**src/rtl/mips_pkg.sv**
```systemverilog
// Shared MIPS decode constants and helpers used by the IF-stage blocks,
// the direction predictor and the ID-stage check.
package mips_pkg;

   localparam int unsigned PC_W = 32;

   localparam logic [5:0] OP_J   = 6'b000010;
   localparam logic [5:0] OP_JAL = 6'b000011;
   localparam logic [5:0] OP_BEQ = 6'b000100;
   localparam logic [5:0] OP_BNE = 6'b000101;

   localparam int unsigned OPC_HI = 31;
   localparam int unsigned OPC_LO = 26;
   localparam int unsigned IDX_HI = 25;
   localparam int unsigned IDX_LO = 0;
   localparam int unsigned IMM_HI = 15;
   localparam int unsigned IMM_LO = 0;

   // Sign-extended word offset of a branch immediate, already in byte units.
   function automatic logic [PC_W-1:0] imm_word_offset(input logic [15:0] imm);
      return {{(PC_W-18){imm[15]}}, imm, 2'b00};
   endfunction

endpackage

```
**src/rtl/fetch_pc_unit_if.sv**
```systemverilog
// IF-stage fetch/predict/check signals shared between the PC unit and the pipeline.
interface fetch_pc_unit_if;
   import mips_pkg::*;

   logic            stall;
   logic [31:0]     If_Inst;
   logic            predTaken;
   logic            predWrong;
   logic [PC_W-1:0] If_PC;
   logic            IfId_PredTaken;
   logic            flush;

   modport slave (
      input  stall, If_Inst, predTaken, predWrong,
      output If_PC, IfId_PredTaken, flush
   );

   modport master (
      output stall, If_Inst, predTaken, predWrong,
      input  If_PC, IfId_PredTaken, flush
   );

endinterface

```
**src/rtl/fetch_target_calc.sv**
```systemverilog
// Combinational address generator: sequential, branch and jump targets plus
// branch/jump classification of the instruction in IF.
module fetch_target_calc
   import mips_pkg::*;
(
   input  logic [PC_W-1:0] pc,
   input  logic [31:0]     inst,
   output logic [PC_W-1:0] seq,
   output logic [PC_W-1:0] btgt,
   output logic [PC_W-1:0] jtgt,
   output logic            is_branch,
   output logic            is_jump
);

   logic [5:0] opcode;

   always_comb begin
      opcode    = inst[OPC_HI:OPC_LO];
      seq       = pc + 32'd4;
      btgt      = seq + imm_word_offset(inst[IMM_HI:IMM_LO]);
      jtgt      = {seq[31:28], inst[IDX_HI:IDX_LO], 2'b00};
      is_branch = (opcode == OP_BEQ) || (opcode == OP_BNE);
      is_jump   = (opcode == OP_J)   || (opcode == OP_JAL);
   end

endmodule

```
**src/rtl/fetch_pc_unit.sv**
```systemverilog
// IF-stage next-PC generator with one-cycle mispredict recovery and
// saturating branch/mispredict counters.
module fetch_pc_unit
   import mips_pkg::*;
#(
   parameter logic [PC_W-1:0] RESET_PC = 32'h0000_0000,
   parameter int unsigned     CNT_W    = 16
) (
   input  logic             clk,
   input  logic             rst,
   fetch_pc_unit_if.slave   fif,
   output logic [CNT_W-1:0] br_cnt,
   output logic [CNT_W-1:0] miss_cnt
);

   logic [PC_W-1:0]  pc_q, pc_d;
   logic [PC_W-1:0]  alt_q, alt_d;
   logic             pend_q, pend_d;
   logic             pt_q, pt_d;
   logic [CNT_W-1:0] br_cnt_q, br_cnt_d;
   logic [CNT_W-1:0] miss_cnt_q, miss_cnt_d;

   logic [PC_W-1:0]  seq, btgt, jtgt;
   logic             is_branch, is_jump;
   logic             resolve, flush;

   fetch_target_calc u_tgt (
      .pc        (pc_q),
      .inst      (fif.If_Inst),
      .seq       (seq),
      .btgt      (btgt),
      .jtgt      (jtgt),
      .is_branch (is_branch),
      .is_jump   (is_jump)
   );

   always_comb begin
      resolve    = pend_q & ~fif.stall;
      flush      = resolve & fif.predWrong;

      pc_d       = pc_q;
      alt_d      = alt_q;
      pend_d     = pend_q;
      pt_d       = pt_q;
      br_cnt_d   = br_cnt_q;
      miss_cnt_d = miss_cnt_q;

      if (resolve && (br_cnt_q != '1))
         br_cnt_d = br_cnt_q + CNT_W'(1);
      if (flush && (miss_cnt_q != '1))
         miss_cnt_d = miss_cnt_q + CNT_W'(1);

      // A flush wins over everything, including capture of a branch now in IF.
      if (flush) begin
         pc_d   = alt_q;
         pend_d = 1'b0;
         pt_d   = 1'b0;
      end else if (!fif.stall) begin
         if (is_jump)
            pc_d = jtgt;
         else if (is_branch && fif.predTaken)
            pc_d = btgt;
         else
            pc_d = seq;

         pend_d = is_branch;
         pt_d   = is_branch & fif.predTaken;
         if (is_branch)
            alt_d = fif.predTaken ? seq : btgt;
      end
   end

   always_ff @(posedge clk or posedge rst) begin
      if (rst) begin
         pc_q       <= RESET_PC;
         alt_q      <= '0;
         pend_q     <= 1'b0;
         pt_q       <= 1'b0;
         br_cnt_q   <= '0;
         miss_cnt_q <= '0;
      end else begin
         pc_q       <= pc_d;
         alt_q      <= alt_d;
         pend_q     <= pend_d;
         pt_q       <= pt_d;
         br_cnt_q   <= br_cnt_d;
         miss_cnt_q <= miss_cnt_d;
      end
   end

   assign fif.If_PC          = pc_q;
   assign fif.IfId_PredTaken = pt_q;
   assign fif.flush          = flush;
   assign br_cnt             = br_cnt_q;
   assign miss_cnt           = miss_cnt_q;

endmodule

```
**src/flat_wrapper.sv**
```systemverilog
// flat-port wrapper written by rule: the top's interface ports become plain ports
module fetch_pc_unit_flat import mips_pkg::*;
#(
   parameter logic [PC_W-1:0] RESET_PC = 32'h0000_0000,
   parameter int unsigned     CNT_W    = 16
)
  (clk, rst, br_cnt, miss_cnt, fif_stall, fif_If_Inst, fif_predTaken, fif_predWrong, fif_If_PC, fif_IfId_PredTaken, fif_flush);
  fetch_pc_unit_if fif_i ();
  input  logic clk;
  input  logic rst;
  output logic [CNT_W-1:0] br_cnt;
  output logic [CNT_W-1:0] miss_cnt;
  input wire logic [$bits(fif_i.stall)-1:0] fif_stall;
  input wire logic [$bits(fif_i.If_Inst)-1:0] fif_If_Inst;
  input wire logic [$bits(fif_i.predTaken)-1:0] fif_predTaken;
  input wire logic [$bits(fif_i.predWrong)-1:0] fif_predWrong;
  output wire logic [$bits(fif_i.If_PC)-1:0] fif_If_PC;
  output wire logic [$bits(fif_i.IfId_PredTaken)-1:0] fif_IfId_PredTaken;
  output wire logic [$bits(fif_i.flush)-1:0] fif_flush;
  assign fif_i.stall = fif_stall;
  assign fif_i.If_Inst = fif_If_Inst;
  assign fif_i.predTaken = fif_predTaken;
  assign fif_i.predWrong = fif_predWrong;
  assign fif_If_PC = fif_i.If_PC;
  assign fif_IfId_PredTaken = fif_i.IfId_PredTaken;
  assign fif_flush = fif_i.flush;
  fetch_pc_unit #(.RESET_PC(RESET_PC), .CNT_W(CNT_W)) u_core (.clk(clk), .rst(rst), .fif(fif_i), .br_cnt(br_cnt), .miss_cnt(miss_cnt));
endmodule
```
**config.mk**
```make
export PLATFORM = sky130hd
export DESIGN_NAME = fetch_pc_unit_flat
export DESIGN_NICKNAME = d
export VERILOG_FILES = /design/src/rtl/mips_pkg.sv /design/src/rtl/fetch_pc_unit_if.sv /design/src/rtl/fetch_target_calc.sv /design/src/rtl/fetch_pc_unit.sv /design/src/flat_wrapper.sv
export SDC_FILE = /design/constraint.sdc
export NUM_CORES = 1
export LEC_CHECK = 0
export BUFFER_PORTS_ARGS = -buffer_cell sky130_fd_sc_hd__buf_4
export CAP_MARGIN = 20
export CORE_MARGIN = 2
export CORE_UTILIZATION = 38
export DETAILED_ROUTE_END_ITERATION = 10
export PLACE_DENSITY = 0.58
export SLEW_MARGIN = 20
export SYNTH_ARGS = -nofsm -noshare
export SYNTH_HDL_FRONTEND = slang
export SYNTH_HIERARCHICAL = 1
export SYNTH_SLANG_ARGS = --single-unit
```
**constraint.sdc**
```tcl
create_clock -name clk -period 3.58 [get_ports clk]
set_clock_uncertainty 0.1 [all_clocks]
set_input_delay 0.537 -clock clk [delete_from_list [all_inputs] [get_ports clk]]
set_output_delay 0.537 -clock clk [all_outputs]
set_load 0.05 [all_outputs]
```
==> summary.md <==
| Metric | Value |
|---|---|
| Status | finished with violations |
| Failing checks | negative setup slack |
| Initial DRT Pass Iterations | 5 |
| Yosys warning count | 6 |
| GPL Wtd Cong | 0.844 |
| Residual DRC | 0 |
| Final core occ | 54.1% |
| Peak VDD IR | 0.390 mV |
| Avg Inst Size Synth | 8.72 um2 |
| Largest net degree at the start of global routing | 83 |
| Clk pin slew, worst setup/hold paths | 0.08 ns |
| Post-Syn Area | 7840 um2 |
| Finished Cell Area | 10900 um2 |
| Overall Global Routing Usage | 20.4% |
| Die Height | 148 um |
| Final ANT Viol Nets | 0 |
| Post-synth EDFFs | 0 |
| Reg power frac | 19.3% |
| Row count | 52 |
| Clock Sinks | 98 |
| Vias/cell | 5.27 |
| Cts bufs inserted | 9 |
| Worst setup path category | reg2reg |
| Non-Filler Instances | 1389 |
| CTS Buffer Depth | 2 |
| Net Sw Frac | 43.8% |
| Maximum clock rate | 262 MHz |
| Req. time, crit path | 3.72 ns |
| Die Wd | 148 um |
| Clock power share | 12.2% |
| Seq/Total Area, Yosys | 31.3% |
| Setup ws final | -0.241 ns |
| Setup TNS | -0.611 ns |
| Net Sw Power | 3.69 mW |
| Max Cap Viol | 0 |
| Post-synth ARST share | 100% |
| Die ar. | 21800 um2 |
| First-pass GRT wire length | 36100 um |
| Grt ovf | 0 |
| Comb pwr share | 68.5% |
| Placed inst area | 9730 um2 |
| Ports | 103 |
| Initial Util | 38.8% |
| Number of diodes | 0 |
| Total wire length | 22900 um |
| Worst Hold Class | in2async |
| Predominant post-synthesis flop cell | dfrtp_1 |
| Headroom to the max-slew limit | 49.2% |
| Clk root buf | clkbuf_16 |
| Crit end category | flop |
| Share of layout cells above drive strength 1 | 40.9% |
| Part of the cycle the worst path needs | 107% |
| Internal Power | 4.74 mW |
| RSZ-0062 raised after global routing | true |
| Antenna violations before repair | 0 |
| Final Hold Vio Count | 0 |
| CP Launch Type | flop |
| Layout area overhead | 39.6% |
| Vias in the first global route | 6981 |
| Mapped Cells | 899 |
| Setup-failing EPs final | 5 |
| WP data arrival | 3.96 ns |
| Detailed Place HPWL | 15800 um |
| Cells after DPL | 1342 |
| NumNets Final | 1187 |
| Core Area | 20200 um2 |
| Clock Latency Late Sink | 0.36 ns |
| DRT iter0 DRCs | 368 |
| P_leak | 4.89 nW |
| I/O Buffers | 101 |
| Final Critical Period | 3.82 ns |
| Via Count | 7320 |
| Yosys reg bits | 98 |
| Worst-path fanout max | 4 |
| H-tree Lvls | 3 |
| Routed length per instance | 16.5 um |
| Post-synth cell types | 61 |
| Slew Viols, Final | 0 |
| Worst-Margin Slew | 0.762 ns |
| CTS tree | yes |
| Pwr dens | 770 nW/um2 |
per-stage QoR:
stage | hold slack, ns | worst slack, ns | total power, mW
4_1_cts | 0.379 | -0.220 | 7.85
2_1_floorplan | 0.350 | -0.240 | 4.61
3_5_place_dp | 0.371 | -0.375 | 6.48
6_report | 0.239 | -0.241 | 8.43
3_3_place_gp | 0.364 | -0.305 | 6.45
5_1_grt | 0.304 | -0.399 | 9.03
metal layers:
metal	up-vias	track usage, %	routed length [um]
li1	3616	-	-
met1	3535	28.9	10900
met2	149	33.8	10900
met3	20	2.65	917
met4	0	3.89	268
met5	-	0	0
kinds of logic after synthesis:
family	synth area share, %
other cells	0.0478
flops	31.3
compound gates	16.8
mux	9.29
buf+inv	6.27
simple gates	21.2
xor+xnor	9.27
fa+ha+maj	5.84
path summary, 6_finish.rpt:
kind / slack [ns] / cells after the start / from / to
max: -0.24 / 17 / u_core/fif.If_PC[4] / u_core/fif.If_PC[30]
min: 0.24 / 2 / rst / u_core/alt_q[28]
max reg2reg: -0.24 / 17 / u_core/fif.If_PC[4] / u_core/fif.If_PC[30]
min reg2reg: 0.38 / 2 / u_core/alt_q[13] / u_core/alt_q[13]
max in group asynchronous: 2.45 / 3 / rst / u_core/fif.If_PC[9]
min in group clk: 0.38 / 2 / u_core/alt_q[13] / u_core/alt_q[13]
state kept, by name, indices dropped and copies added, names as in the netlist:
name,flops
u_core/fif.If_PC,32
u_core/alt_q,32
u_core/miss_cnt,16
u_core/br_cnt,16
u_core/pend_q,1
u_core/fif.IfId_PredTaken,1
power groups by stage:
stage          Combinational, mW  Sequential (mW)  Clock, mW
2_1_floorplan               2.42             2.19          0
3_3_place_gp                4.82             1.63          0
3_5_place_dp                4.84             1.64          0
4_1_cts                     5.17             1.62       1.06
5_1_grt                     6.25             1.67       1.11
6_report                    5.78             1.63       1.03
final cells by class:
type	instances	area, um2
inverter	13	53.8
clock buffer	11	243
tap	270	338
fill	1853	9290
multi-input combinational	711	5630
timing repair buffer	281	2150
clock inverter	5	63.8
sequential	98	2470
worst max-delay path: stages, from the launching register on:
cell	delay, ns
dfrtp_2	0.36
and3_4	0.22
buf_6	0.09
and4_1	0.18
buf_6	0.13
nand4_1	0.10
buf_6	0.16
buf_4	0.14
nand2b_4	0.15
xnor2_4	0.20
ha_4	0.24
a21o_1	0.15
a211o_1	0.28
or4_1	0.55
and3_4	0.18
mux2_4	0.26
o21ai_1	0.14
a21oi_1	0.08
cell usage after synthesis, types with 3 or more instances:
master,instances,area share [%]
nand2b_1,31,2.5
ha_1,35,5.6
nor3_1,19,1.2
o211ai_1,32,3.1
dfrtp_1,98,31
o21a_1,4,0.38
and3_1,13,1.0
xor2_1,44,4.9
nand3_1,21,1.3
a21o_1,7,0.67
o21ai_0,54,3.4
nand4_1,20,1.6
and2_1,4,0.32
buf_1,6,0.29
buf_4,36,3.4
o21bai_1,5,0.48
buf_2,12,0.77
nor4_1,7,0.56
or3_1,4,0.32
and4_1,5,0.56
nor2b_1,38,3.0
mux2_2,33,4.7
a21oi_1,101,6.4
a31oi_1,5,0.40
xnor2_1,39,4.4
clkbuf_1,24,1.1
inv_1,13,0.62
nor2_1,32,1.5
nand2_1,79,3.8
mux2i_1,33,4.2
a211o_1,3,0.34
nor3b_1,4,0.38
timing repair:
action / CTS / global route
gates cloned: 0 / 0
hold buffers: 0 / 0
endpoints found under the hold margin: 0 / 0
pin swaps: 31 / 43
buffers inserted: 13 / 20
resized for setup: 51 / 85
endpoints found under the setup margin: 20 / 26
placed cells by master, fill, tap and decap left out, drive strengths merged, types with 35 or more instances in the layout:
cell,synthesis,layout
xnor2,39,39
dfrtp,98,98
mux2,35,35
o21ai,54,54
xor2,44,44
nand2,79,79
nor2b,38,38
ha,35,35
buf,54,281
a21oi,101,101
(Power assumes the default switching activity.)
